==> config.mk <==
export PLATFORM = sky130hd
export DESIGN_NAME = controle_mem_dados
export DESIGN_NICKNAME = d
export VERILOG_FILES = /design/src/rtl/controle_mem_dados.sv
export SDC_FILE = /design/constraint.sdc
export NUM_CORES = 1
export LEC_CHECK = 0
export CAP_MARGIN = 20
export CORE_MARGIN = 2
export CORE_UTILIZATION = 35
export CTS_CLUSTER_DIAMETER = 100
export DETAILED_ROUTE_END_ITERATION = 6
export DONT_BUFFER_PORTS = 1
export SYNTH_ARGS = -nofsm -noshare
export SYNTH_HDL_FRONTEND = slang
export SYNTH_SLANG_ARGS = --single-unit
==> constraint.sdc <==
create_clock -name sinal_clk -period 2.2 [get_ports sinal_clk]
set_input_delay 0.44 -clock sinal_clk [delete_from_list [all_inputs] [get_ports sinal_clk]]
set_output_delay 0.44 -clock sinal_clk [all_outputs]
set_load 0.02 [all_outputs]
==> src/rtl/controle_mem_dados.sv <==
// controle_mem_dados
// Load/store sequencer between the RV32I core and the word-addressed data
// memory. It takes one request at a time. Loads are lane-extracted with sign
// or zero extension. SB/SH use a read-modify-write over two memory cycles.
// Misaligned, invalid and out-of-range requests are rejected before any
// memory cycle.
//
// Handshake: the core raises req_valido and holds every req_* stable until
// req_pronto. req_pronto is a single-cycle completion pulse, qualified by
// erro_acesso. The request is taken only in OCIOSO, so req_* changes while
// ocupado=1 have no effect. If req_valido is still high in the OCIOSO cycle
// after CONCLUIR, that cycle accepts a new request.

module controle_mem_dados #(
   parameter int unsigned TAMANHO_PALAVRAS = 256
) (
   input  logic        sinal_clk,
   input  logic        sinal_rst_n,
   input  logic        req_valido,
   input  logic        req_escrita,
   input  logic [2:0]  req_funct3,
   input  logic [31:0] req_endereco,
   input  logic [31:0] req_dado,
   output logic        req_pronto,
   output logic [31:0] resp_dado,
   output logic        erro_acesso,
   output logic        ocupado,
   output logic [31:0] mem_endereco,
   output logic [31:0] mem_dado_saida,
   output logic        mem_habilitar_escrita,
   input  logic [31:0] mem_dado_leitura,
   output logic [2:0]  estado_dbg
);

   // First byte address past the end of data memory
   localparam logic [31:0] LIMITE = 32'(4 * TAMANHO_PALAVRAS);

   typedef enum logic [2:0] {
      OCIOSO      = 3'd0,
      LEITURA     = 3'd1,
      LEITURA_MOD = 3'd2,
      ESCRITA     = 3'd3,
      CONCLUIR    = 3'd4
   } estado_t;

   estado_t     estado_q, estado_d;
   logic [31:0] end_lat_q, end_lat_d;
   logic [2:0]  f3_lat_q, f3_lat_d;
   logic        esc_lat_q, esc_lat_d;
   logic [31:0] dado_lat_q, dado_lat_d;
   logic        erro_q, erro_d;
   logic [31:0] resp_q, resp_d;
   logic [31:0] mescla_q, mescla_d;

   logic        f3_valido;
   logic        desalinhado;
   logic        fora_faixa;
   logic        req_erro;
   logic [7:0]  byte_sel;
   logic [15:0] meia_sel;
   logic [31:0] valor_carga;
   logic [31:0] palavra_mesclada;

   // Checks the live request. It is only used in OCIOSO, where it is latched.
   always_comb begin
      f3_valido   = 1'b0;
      desalinhado = 1'b0;
      if (req_escrita) begin
         f3_valido = (req_funct3 == 3'b000) || (req_funct3 == 3'b001) ||
                     (req_funct3 == 3'b010);
      end else begin
         f3_valido = (req_funct3 == 3'b000) || (req_funct3 == 3'b001) ||
                     (req_funct3 == 3'b010) || (req_funct3 == 3'b100) ||
                     (req_funct3 == 3'b101);
      end
      // The low funct3 bits give the access size for loads and stores alike
      case (req_funct3[1:0])
         2'b01:   desalinhado = req_endereco[0];
         2'b10:   desalinhado = (req_endereco[1:0] != 2'b00);
         default: desalinhado = 1'b0;
      endcase
      fora_faixa = (req_endereco >= LIMITE);
      req_erro   = !f3_valido || desalinhado || fora_faixa;
   end

   // Selects the addressed lane from the memory word and extends it to 32 bits
   always_comb begin
      case (end_lat_q[1:0])
         2'b00:   byte_sel = mem_dado_leitura[7:0];
         2'b01:   byte_sel = mem_dado_leitura[15:8];
         2'b10:   byte_sel = mem_dado_leitura[23:16];
         default: byte_sel = mem_dado_leitura[31:24];
      endcase
      meia_sel = end_lat_q[1] ? mem_dado_leitura[31:16] : mem_dado_leitura[15:0];
      case (f3_lat_q)
         3'b000:  valor_carga = {{24{byte_sel[7]}}, byte_sel};
         3'b001:  valor_carga = {{16{meia_sel[15]}}, meia_sel};
         3'b010:  valor_carga = mem_dado_leitura;
         3'b100:  valor_carga = {24'd0, byte_sel};
         3'b101:  valor_carga = {16'd0, meia_sel};
         default: valor_carga = 32'd0;
      endcase
   end

   // Merges the store data into the current memory word for SB/SH
   always_comb begin
      palavra_mesclada = mem_dado_leitura;
      if (f3_lat_q[0] == 1'b0) begin
         case (end_lat_q[1:0])
            2'b00:   palavra_mesclada[7:0]   = dado_lat_q[7:0];
            2'b01:   palavra_mesclada[15:8]  = dado_lat_q[7:0];
            2'b10:   palavra_mesclada[23:16] = dado_lat_q[7:0];
            default: palavra_mesclada[31:24] = dado_lat_q[7:0];
         endcase
      end else begin
         if (end_lat_q[1]) begin
            palavra_mesclada[31:16] = dado_lat_q[15:0];
         end else begin
            palavra_mesclada[15:0]  = dado_lat_q[15:0];
         end
      end
   end

   // Next-state logic. It latches the request on acceptance and walks the access.
   always_comb begin
      estado_d   = estado_q;
      end_lat_d  = end_lat_q;
      f3_lat_d   = f3_lat_q;
      esc_lat_d  = esc_lat_q;
      dado_lat_d = dado_lat_q;
      erro_d     = erro_q;
      resp_d     = resp_q;
      mescla_d   = mescla_q;
      case (estado_q)
         OCIOSO: begin
            if (req_valido) begin
               end_lat_d  = req_endereco;
               f3_lat_d   = req_funct3;
               esc_lat_d  = req_escrita;
               dado_lat_d = req_dado;
               erro_d     = req_erro;
               resp_d     = 32'd0;
               if (req_erro) begin
                  estado_d = CONCLUIR;
               end else if (!req_escrita) begin
                  estado_d = LEITURA;
               end else if (req_funct3 == 3'b010) begin
                  estado_d = ESCRITA;
               end else begin
                  estado_d = LEITURA_MOD;
               end
            end
         end
         LEITURA: begin
            resp_d   = valor_carga;
            estado_d = CONCLUIR;
         end
         LEITURA_MOD: begin
            mescla_d = palavra_mesclada;
            estado_d = ESCRITA;
         end
         ESCRITA: begin
            estado_d = CONCLUIR;
         end
         CONCLUIR: begin
            estado_d = OCIOSO;
         end
         default: begin
            estado_d = OCIOSO;
         end
      endcase
   end

   // State and latch registers with synchronous active-low reset
   always_ff @(posedge sinal_clk) begin
      if (!sinal_rst_n) begin
         estado_q   <= OCIOSO;
         end_lat_q  <= 32'd0;
         f3_lat_q   <= 3'd0;
         esc_lat_q  <= 1'b0;
         dado_lat_q <= 32'd0;
         erro_q     <= 1'b0;
         resp_q     <= 32'd0;
         mescla_q   <= 32'd0;
      end else begin
         estado_q   <= estado_d;
         end_lat_q  <= end_lat_d;
         f3_lat_q   <= f3_lat_d;
         esc_lat_q  <= esc_lat_d;
         dado_lat_q <= dado_lat_d;
         erro_q     <= erro_d;
         resp_q     <= resp_d;
         mescla_q   <= mescla_d;
      end
   end

   // Outputs are decoded from the registered state. The write enable is also
   // gated by reset, so a reset in ESCRITA suppresses that write.
   assign req_pronto            = (estado_q == CONCLUIR);
   assign erro_acesso           = (estado_q == CONCLUIR) && erro_q;
   assign ocupado               = (estado_q != OCIOSO);
   assign resp_dado             = resp_q;
   assign mem_endereco          = {end_lat_q[31:2], 2'b00};
   assign mem_habilitar_escrita = (estado_q == ESCRITA) && esc_lat_q && sinal_rst_n;
   assign mem_dado_saida        = (estado_q != ESCRITA) ? 32'd0 :
                                  (f3_lat_q == 3'b010) ? dado_lat_q : mescla_q;
   assign estado_dbg            = estado_q;

endmodule

* Yosys cells after proc, flatten, opt, wreduce, memory -nomap -nowiden *
Cells that the tools add are included.

word-level totals
  flip-flop bits (word level) = 136
  bits in latches = 0
  bits in writable memories = 0
  bits in read-only memories = 0
  bits of input ports = 103
  output and inout port bits = 103
  memories = 0

operators by class
  add/sub/neg operators = 0
  multipliers = 0
  divide/modulo/power cells = 0
  $lt $le $gt $ge = 1
  eq/ne operators = 18
  shift-type cells = 0
  multiplexer cells = 21
  bitwise logic cells = 0
  reductions and logical operators = 21

operator list
  operator              number
  $pmux 32 s5           1
  $mux 32               4
  $pmux 32 s2           1
  $mux 16               3
  $ge 32x11->1 const B  1
  $mux 8                4
  $pmux 8 s3            1
  $eq 3x3->1 const B    5
  $eq 3x2->1 const B    4
  $eq 3x1->1 const B    3
  $logic_not 3->1       3
  $pmux 3 s3            1
  $logic_or 1x1->1      6
  $mux 3                2
  $eq 2x1->1 const B    2
  $eq 2x2->1 const B    2
  $reduce_and 2->1      2
  $reduce_bool 2->1     2
  $logic_and 1x1->1     3
  $ne 3x2->1 const B    1
  $reduce_bool 3->1     1
  $reduce_or 3->1       1
  $logic_not 2->1       1
  $mux 1                2
  5 further kinds       5

* Longest topological paths before layout *
Gate-level depths: netlist of the first run.

  depth in word-level cells = 12
  gate-level depth with buffers = 8
  mapped depth without buffers = 6

* Worst setup path before layout of the first run *
No wires, ideal clock.

  path type = reg2out
  from = register f3_lat_q[1]
  to = output mem_dado_saida[10]
  arrival time = 1543 ps
  data required time = 1760 ps
  path slack = 217 ps
  cell stages (with the launch flop) = 7
  cells stage by stage = dfxtp_1 > buf_4 > inv_1 > nor3_1 > clkbuf_1 > nand2_1 > a21oi_1

on the way
  word-level cells in the longest chain between the ends = 3

RTL lines
  element                 RTL line  RTL
  start, declared         48        logic [2:0] f3_lat_q, f3_lat_d;
  start signal, assigned  188       f3_lat_q <= f3_lat_d;
  $eq 3x2->1              206       (f3_lat_q == 3'b010) ? dado_lat_q : mescla_q;
  $mux 32                 206
  $mux 32                 205       assign mem_dado_saida = (estado_q != ESCRITA) ? 32'd0 :
  end, declared           29        output logic [31:0] mem_dado_saida,

No other way between the ends.

* Worst setup path in the final report of the first run *
  from = register f3_lat_q[0]
  to = output mem_dado_saida[6]

Same word-level chain as after synthesis.

==> impl_metrics.py, run 1 <==
metrics = {
    "outcome": {
        "status": "finished clean",
    },
    "synth": {
        "syn_inst": 817,
        "avgSynthCellArea_sq_um": 7.876,
        "yosysSeqAreaShare_pct": 42.31,
        "synth_cell_type_count": 53,
        "synth_area_sq_um": 6435,
        "synth_warnings": 0,
        "synth-seq-cells": 136,
        "synth_edf_count": 0,
        "synthFlopType": "dfxtp_1",
        "async_flop_share_pct": 0,
    },
    "floorplanning": {
        "rows": 49,
        "num_io_pins": 206,
        "start_util_pct": 35.70,
        "dieHeight_um": 139.6,
        "die_area_sq_um": 19490,
        "fp.coreArea_sq_um": 18020,
        "die_x_um": 139.6,
    },
    "global_routing": {
        "grt_max_degree": 62,
        "gr-total-overflow": 0,
        "first_global_vias": 5742,
        "grt_pass1_wl_mm": 32.79,
        "antenna_found_initial": 0,
        "grtUsageTotal_pct": 21.59,
    },
    "worst_setup_path": {
        "required_ns": 1.76,
        "rrSetupSlack_ns": 0.29,
        "worst_ep_arrival_time_ns": 1.73,
        "rr_endpoint": "resp_dado[17]$_SDFFE_PN0P_",
        "regToRegStartpoint": "estado_dbg[2]$_SDFFE_PN0P_",
        "worstSetupStartpoint": "f3_lat_q[0]$_SDFFE_PN0P_",
        "cp_cell_sequence": "or3b_4, buf_8, nand2_1, a21oi_4, buf_4",
        "start_kind": "flip-flop",
        "cp_max_fo": 16,
        "endpoint": "mem_dado_saida[6]",
        "cp_slowest_cell": "or3b_4",
        "critPathMaxStageDelay_ns": 0.44,
        "crit_type": "flip-flop to primary output",
        "end_kind": "primary output",
        "r2r_cells": 4,
    },
    "power": {
        "p_per_area_nw_per_um2": 799.7,
        "max-vdd-ir-drop_mv": 0.7252,
        "power.total_w": 0.006074,
        "power.leakage_nw": 2.703,
    },
    "sta": {
        "tns_ns": 0,
        "fmax_ghz": 0.4619,
        "fin_ws_ns": 0.03484,
        "drv_slew": 0,
        "grt_setup_unrepaired": "yes",
        "worst_slew_pin_slew_ns": 0.8325,
        "fin_worst_skew_ns": 0.008349,
        "finalSetupViolations": 0,
        "hold_viol": 0,
        "fin_crit_ns": 2.165,
        "whs_ns": 0.1395,
        "slew_headroom_pct": 44.26,
        "finalCritPeriodShare_pct": 98.42,
    },
    "clock_tree": {
        "clock_latency_ns": 0.42,
        "htree_levels": 4,
        "clk_path_buf_depth": 2,
        "clock_sinks": 136,
        "ctsHoldBuffers": 0,
        "clkTransAtPathRegs_ns": 0.06,
        "cts_made_buffers": 17,
        "cts-root-buf": "clkbuf_16",
        "cts_tree": "done",
    },
    "cells_and_area": {
        "areaGrowthSynthToFinish_pct": 18.02,
        "most-common-layout-cells": "nand2_1, dfxtp_1, a21oi_1",
        "fin_area_sq_um": 7595,
        "layout.nets": 920,
        "fillCellCount": 1877,
        "antenna_cells": 0,
        "layout_commonest_cell": "nand2_1",
        "drive_above_1_share_pct": 18.74,
        "seq_area_sq_um": 2729,
        "multi_input_area_sq_um": 3261,
    },
    "detailed_routing": {
        "drtIter0Drc": 398,
        "firstDrtPassIters": 5,
        "drc": 0,
        "wirelength_mm": 21.73,
        "drtAntennaViolNets": 0,
        "routedWlPerCell_um": 20.58,
        "dr_total_vias": 5947,
        "routed_via_density": 5.632,
    },
    "placement": {
        "place_area_sq_um": 6800,
        "portBuffers": 0,
        "place_ws_ns": 0.1262,
        "place_congestion": 0.8455,
        "hpwl_mm": 15.59,
    },
    "run": {
        "cap_violations": 0,
    },
    "worst_hold_path": {
        "hold_path_class": "input port to flip-flop",
    },
}
-- routing by layer --
| layer | wire (um) | global-route usage (%) |
|---|---|---|
| met1 | 9358 | 28.05 |
| met2 | 9940 | 34.06 |
| met3 | 2047 | 6.882 |
| met4 | 383 | 7.263 |
| met5 | 0 | 0 |
-- report_power, final --
part | switching [W] | internal, W | total [W]
combinational | 0.000329 | 0.000225 | 0.000554
clock | 0.00118 | 0.00169 | 0.00287
sequential | 0.000113 | 0.00254 | 0.00265
total | 0.00162 | 0.00445 | 0.00607
-- flip-flops by register name, indices dropped and copies added (netlist names) --
name        count
mescla_q       32
end_lat_q      32
erro_q          1
f3_lat_q        3
resp_dado      32
estado_dbg      3
dado_lat_q     32
esc_lat_q       1
-- final cells by class --
cell class	instances	share of cell area (%)
Clock buffer	17	5.601
Inverter	8	0.3954
Timing Repair Buffer	74	9.176
Sequential cell	136	35.93
Multi-Input combinational cell	577	42.93
Clock inverter	15	2.191
Tap cell	229	3.773
-- worst min path at each step --
stage / from / to / slack [ns] / cells after the start
after CTS: sinal_rst_n / mescla_q[31]$_SDFFE_PN0P_ / 0.13 / 1
after global routing: req_endereco[20] / end_lat_q[20]$_SDFFE_PN0P_ / 0.13 / 2
after floorplan: dado_lat_q[16]$_SDFFE_PN0P_ / dado_lat_q[16]$_SDFFE_PN0P_ / 0.44 / 2
final: sinal_rst_n / mescla_q[31]$_SDFFE_PN0P_ / 0.14 / 1
after global placement: mescla_q[13]$_SDFFE_PN0P_ / mescla_q[13]$_SDFFE_PN0P_ / 0.44 / 2
after detailed placement: dado_lat_q[30]$_SDFFE_PN0P_ / dado_lat_q[30]$_SDFFE_PN0P_ / 0.45 / 2
-- critical path, delay by kind of cell, from the launching register on --
| kind | cells | cell delay [ns] |
|---|---|---|
| AND/OR/NAND/NOR | 2 | 0.56 |
| buffers and inverters | 2 | 0.33 |
| AO/OA/AOI/OAI | 1 | 0.07 |
| flip-flops | 1 | 0.35 |
-- through the flow --
stage / util [%] / cells
after detailed placement: 37.73 / 1018
after CTS: 41.61 / 1056
final: 42.14 / 1056
after global routing: 42.14 / 1056
after floorplan: - / 818
after global placement: 37.64 / 1017
-- synthesized netlist by cell type (5+ instances only) --
cell      count  share of area, %
nand2_1     244                14
dfxtp_1     136                42
a21oi_1     116               9.0
clkbuf_1     41               2.4
buf_4        36               4.2
o22ai_1      31               3.0
nor2_1       21               1.2
a221o_1      16               2.5
o21ai_0      16               1.2
a211o_1      15               2.0
buf_2        14               1.1
o21ai_1      10              0.78
a211oi_1      9               1.0
a221oi_1      9               1.2
mux2_2        9               1.6
a311oi_1      8               1.1
mux2i_1       8               1.2
a222oi_1      7               1.1
nor4_1        7              0.68
inv_1         5              0.29
-- cells by family (layout without fill, tap and decap cells) --
kind of cell,Yosys count,count (layout),share of synthesized area (%)
and+or+nand+nor,305,305,20.22
AOI/OAI and AO/OA,248,248,24.56
DFF,136,136,42.31
buffers and inverters,105,114,8.750
muxes,19,19,3.519
adders and majority gates,3,3,0.5834
other,1,2,0.05828
-- what timing repair did --
action,in CTS,in global routing
hold endpoints to repair,0,0
pin swaps,4,5
gates resized for setup,17,27
cloned,3,0
endpoints found under the setup margin,33,28
buffers inserted,3,0
Power figures use the tool's default switching activity.
==> inputs of run 2 (changes only) <==
- CORE_ASPECT_RATIO: unset -> 1.5
==> run 2 against run 1 <==
Net effect:
- highest routed layer unchanged
- total power shrank 1.7%
- fmax increased by 0.23%
- die area up 0.11%
- sequential cell count unchanged
- largest power group unchanged
- combinational power grew 2%
- critical path type unchanged
- critical endpoint is now mem_dado_saida[30]
- global-route usage grew 0.12 points
==> impl_metrics.py, run 2 (synthesis results as in run 1) <==
metrics = {
    "outcome": {
        "status": "finished clean",
    },
    "detailed_routing": {
        "routedWlPerCell_um": 20.47,
        "routed_via_density": 5.710,
        "dr_total_vias": 5984,
        "drc": 0,
        "drtIter0Drc": 492,
        "drtAntennaViolNets": 0,
        "firstDrtPassIters": 7,
        "wirelength_mm": 21.45,
    },
    "sta": {
        "fmax_ghz": 0.4629,
        "drv_slew": 0,
        "worst_slew_pin_slew_ns": 0.8000,
        "slew_headroom_pct": 46.44,
        "finalCritPeriodShare_pct": 98.19,
        "finalSetupViolations": 0,
        "tns_ns": 0,
        "fin_crit_ns": 2.160,
        "grt_setup_unrepaired": "yes",
        "fin_worst_skew_ns": 0.009766,
        "whs_ns": 0.1393,
        "hold_viol": 0,
    },
    "global_routing": {
        "grt_pass1_wl_mm": 32.30,
        "grt_max_degree": 52,
        "gr-total-overflow": 0,
        "first_global_vias": 5846,
        "antenna_found_initial": 0,
        "grtUsageTotal_pct": 21.71,
    },
    "cells_and_area": {
        "layout_commonest_cell": "nand2_1",
        "fillCellCount": 1841,
        "areaGrowthSynthToFinish_pct": 18.28,
        "drive_above_1_share_pct": 19.98,
        "layout.nets": 924,
        "antenna_cells": 0,
        "most-common-layout-cells": "nand2_1, dfxtp_1, a21oi_1",
    },
    "floorplanning": {
        "start_util_pct": 35.72,
        "rows": 60,
        "die_area_sq_um": 19510,
        "die_x_um": 114.7,
        "fp.coreArea_sq_um": 18020,
        "dieHeight_um": 170.1,
        "num_io_pins": 206,
    },
    "worst_setup_path": {
        "rrSetupSlack_ns": 0.20,
        "cp_max_fo": 21,
        "worst_ep_arrival_time_ns": 1.72,
        "r2r_cells": 4,
        "crit_type": "flip-flop to primary output",
        "required_ns": 1.76,
        "end_kind": "primary output",
        "start_kind": "flip-flop",
    },
    "worst_hold_path": {
        "hold_path_depth": 1,
        "hold_path_class": "input port to flip-flop",
    },
    "power": {
        "max-vdd-ir-drop_mv": 0.4661,
        "p_per_area_nw_per_um2": 784.6,
        "power.leakage_nw": 2.706,
        "power.total_w": 0.005972,
    },
    "clock_tree": {
        "htree_levels": 4,
        "cts_tree": "done",
        "clock_sinks": 136,
        "ctsHoldBuffers": 0,
        "cts-root-buf": "clkbuf_16",
        "clk_path_buf_depth": 2,
        "clock_latency_ns": 0.42,
        "clkTransAtPathRegs_ns": 0.06,
        "cts_made_buffers": 17,
    },
    "run": {
        "cap_violations": 0,
    },
    "placement": {
        "portBuffers": 0,
        "hpwl_mm": 15.66,
        "place_congestion": 0.9035,
    },
}
[run 2: metrics by stage]
step                      instances  setup slack [ns]  area, sq um  util, %
final                          1048           0.03991         7611    42.24
after global routing           1048          -0.02167         7611    42.24
after CTS                      1044          0.002772         7480    41.51
after detailed placement       1007            0.1110         6760    37.52
after global placement         1007            0.1013         6760    37.52
after floorplan                 818            0.2171         6439        -
[run 2: worst max-delay path, cell delays in order (launching register included)]
cell     delay, ns
dfxtp_4       0.37
or3b_4        0.43
buf_12        0.18
nand2_1       0.08
a21oi_1       0.06
buf_4         0.17
[run 2: layer usage]
| layer | vias up | part of all wire (%) | track usage (%) |
|---|---|---|---|
| met1 | 2797 | 38 | 23.79 |
| met2 | 277 | 49 | 37.41 |
| li1 | 2851 | - | - |
| met4 | 0 | 4.1 | 10.16 |
| met3 | 59 | 9.0 | 7.372 |
| met5 | - | 0 | 0 |
[run 2: area by class of cell]
class	count	area [sq um]	share of cell area, %
multi-input combinational	577	3268	42.94
sequential	136	2733	35.90
timing repair buffer	78	729.5	9.584
clock buffer	22	484.2	6.362
tap	217	271.5	3.567
clock inverter	10	95.09	1.249
inverter	8	30.03	0.3945
[run 2: where the power goes]
part,switching (W),internal [W]
logic,0.000334,0.000230
clock network,0.00109,0.00167
registers,0.000112,0.00254
total,0.00153,0.00444
[run 2: what timing repair did]
action                                  in CTS  in global routing
buffers inserted                             2                  3
cloned                                       3                  0
endpoints found under the hold margin        0                  0
pin swaps                                    2                  2
resized for setup                           28                 30
endpoints found under the setup margin      32                 32
[run 2: final timing paths]
path | start | endpoint
setup / recovery | f3_lat_q[2]$_SDFFE_PN0P_ | mem_dado_saida[30]
hold / removal | sinal_rst_n | mescla_q[31]$_SDFFE_PN0P_
setup reg to reg | end_lat_q[1]$_SDFFE_PN0P_ | resp_dado[5]$_SDFFE_PN0P_
hold reg to reg | dado_lat_q[26]$_SDFFE_PN0P_ | dado_lat_q[26]$_SDFFE_PN0P_
==> inputs of run 3 (changes only) <==
- CORE_MARGIN: 2 -> 1
==> run 3 against run 2 <==
Net effect:
- the run now ends with DRC left
- total power increased by 3.7%
- design area about the same
- die area decreased by 2.9%
- combinational power increased by 1%
- sequential share of layout area about the same
- largest power group unchanged
==> impl_metrics.py, run 3 (synthesis results as in run 1) <==
metrics = {
    "outcome": {
        "status": "finished, violations left",
        "violations": "DRC",
    },
    "worst_setup_path": {
        "crit_buf_inv": 2,
        "crit_type": "flip-flop to primary output",
        "start_kind": "flip-flop",
        "crit_cells": 5,
        "r2r_cells": 4,
        "end_kind": "primary output",
        "cp_slowest_cell": "or3b_4",
        "cp_cell_sequence": "or3b_4, buf_8, nand2_1, a21oi_2, buf_4",
        "cp_max_fo": 17,
        "required_ns": 1.76,
        "critPathMaxStageDelay_ns": 0.42,
        "cpLargestDelayFamily": "simple AND/OR/NAND/NOR gates",
        "worst_ep_arrival_time_ns": 1.74,
    },
    "cells_and_area": {
        "fin_area_sq_um": 7612,
        "fin_cells": 1044,
        "drive_above_1_share_pct": 18.38,
        "layout_commonest_cell": "nand2_1",
        "fin_util_pct": 42.43,
        "antenna_cells": 0,
        "most-common-layout-cells": "nand2_1, dfxtp_1, a21oi_1",
        "layout.nets": 920,
        "areaGrowthSynthToFinish_pct": 18.30,
    },
    "clock_tree": {
        "clock_sinks": 136,
        "clock_latency_ns": 0.42,
        "cts-root-buf": "clkbuf_16",
        "clkTransAtPathRegs_ns": 0.06,
        "clk_path_buf_depth": 2,
        "htree_levels": 4,
        "cts_tree": "done",
        "cts_made_buffers": 17,
    },
    "placement": {
        "dpl.cell_count": 1005,
        "hpwl_mm": 15.44,
        "place_ws_ns": 0.1996,
        "place_congestion": 0.8846,
        "place_area_sq_um": 6758,
        "portBuffers": 0,
    },
    "floorplanning": {
        "die_x_um": 112.7,
        "start_util_pct": 35.86,
        "fp.coreArea_sq_um": 17940,
        "num_io_pins": 206,
        "die_area_sq_um": 18940,
        "rows": 60,
        "dieHeight_um": 168.1,
    },
    "power": {
        "swShare_pct": 25.05,
        "max-vdd-ir-drop_mv": 0.3825,
        "p_per_area_nw_per_um2": 813.6,
        "power_frac_comb_pct": 9.2,
        "power.leakage_nw": 2.711,
        "switching_power_w": 0.001552,
        "intPower_w": 0.004642,
        "p_seq_share_pct": 42.8,
        "power_frac_clock_pct": 48.0,
    },
    "detailed_routing": {
        "routed_via_density": 5.711,
        "routedWlPerCell_um": 20.42,
        "firstDrtPassIters": 7,
        "dr_total_vias": 5962,
        "drc": 8,
        "wirelength_mm": 21.32,
        "drtAntennaViolNets": 0,
        "drtIter0Drc": 467,
    },
    "sta": {
        "fmax_ghz": 0.4589,
        "hold_viol": 0,
        "finalSetupViolations": 0,
        "fin_worst_skew_ns": 0.007044,
        "fin_crit_ns": 2.179,
        "finalCritPeriodShare_pct": 99.06,
        "worst_slew_pin_slew_ns": 0.8357,
        "fin_ws_ns": 0.02069,
        "whs_ns": 0.1362,
        "grt_setup_unrepaired": "yes",
        "slew_headroom_pct": 44.05,
        "drv_slew": 0,
    },
    "global_routing": {
        "gr-total-overflow": 0,
        "grt_max_degree": 52,
        "antenna_found_initial": 0,
        "grt_pass1_wl_mm": 32.12,
        "grtUsageTotal_pct": 22.29,
        "first_global_vias": 5728,
    },
    "worst_hold_path": {
        "hold_path_class": "input port to flip-flop",
        "hold_path_depth": 1,
    },
    "run": {
        "cap_violations": 0,
    },
}
run 3: repair_timing:
action / 4_1_cts / 5_1_grt
gates cloned: 2 / 1
pin swaps: 1 / 2
hold buffers: 0 / 0
buffers inserted: 2 / 1
resized for setup: 17 / 23
setup endpoints to repair: 32 / 28
run 3: worst paths after layout:
kind,startpoint,to,slack (ns)
max,f3_lat_q[1]$_SDFFE_PN0P_,mem_dado_saida[3],0.02
min,sinal_rst_n,mescla_q[31]$_SDFFE_PN0P_,0.14
max reg2reg,estado_dbg[2]$_SDFFE_PN0P_,resp_dado[27]$_SDFFE_PN0P_,0.26
min reg2reg,dado_lat_q[26]$_SDFFE_PN0P_,dado_lat_q[26]$_SDFFE_PN0P_,0.45
run 3: cell type report:
class | count | area, sq um
flip-flops and latches | 136 | 2734
inverters | 8 | 30.03
well taps | 217 | 271.5
multi-input cells | 577 | 3243
clock inverters | 11 | 145.1
clock buffers | 21 | 470.5
fillers | 1800 | 10330
repair buffers | 74 | 718.2
run 3: metrics by stage:
step / total power (W) / TNS [ns]
finish: 0.006194 / 0
global route: 0.006421 / -0.1137
CTS: 0.006220 / -0.001694
detailed placement: 0.003226 / 0
global placement: 0.003220 / 0
floorplan: 0.003111 / 0
run 3: worst register-to-register path, delay by kind of cell (launching register included):
| family | cells | cell delay [ns] |
|---|---|---|
| DFF | 1 | 0.37 |
| and+or+nand+nor | 3 | 1.30 |
| AOI/OAI and AO/OA | 1 | 0.21 |
run 3: power groups by stage:
| stage | clock network, W | registers (W) | logic (W) |
|---|---|---|---|
| CTS | 0.00302 | 0.00265 | 0.000549 |
| detailed placement | 0 | 0.00270 | 0.000524 |
| global placement | 0 | 0.00270 | 0.000519 |
| floorplan | 0 | 0.00263 | 0.000478 |
| global route | 0.00314 | 0.00266 | 0.000624 |
| finish | 0.00297 | 0.00265 | 0.000570 |
run 3: metal layers:
metal / share of wire [%] / global-route usage, % / vias up
met4: 3.5 / 10.61 / 0
met2: 50 / 38.59 / 288
met5: 0 / 0 / -
met3: 8.8 / 7.487 / 47
li1: - / - / 2839
met1: 38 / 24.27 / 2788
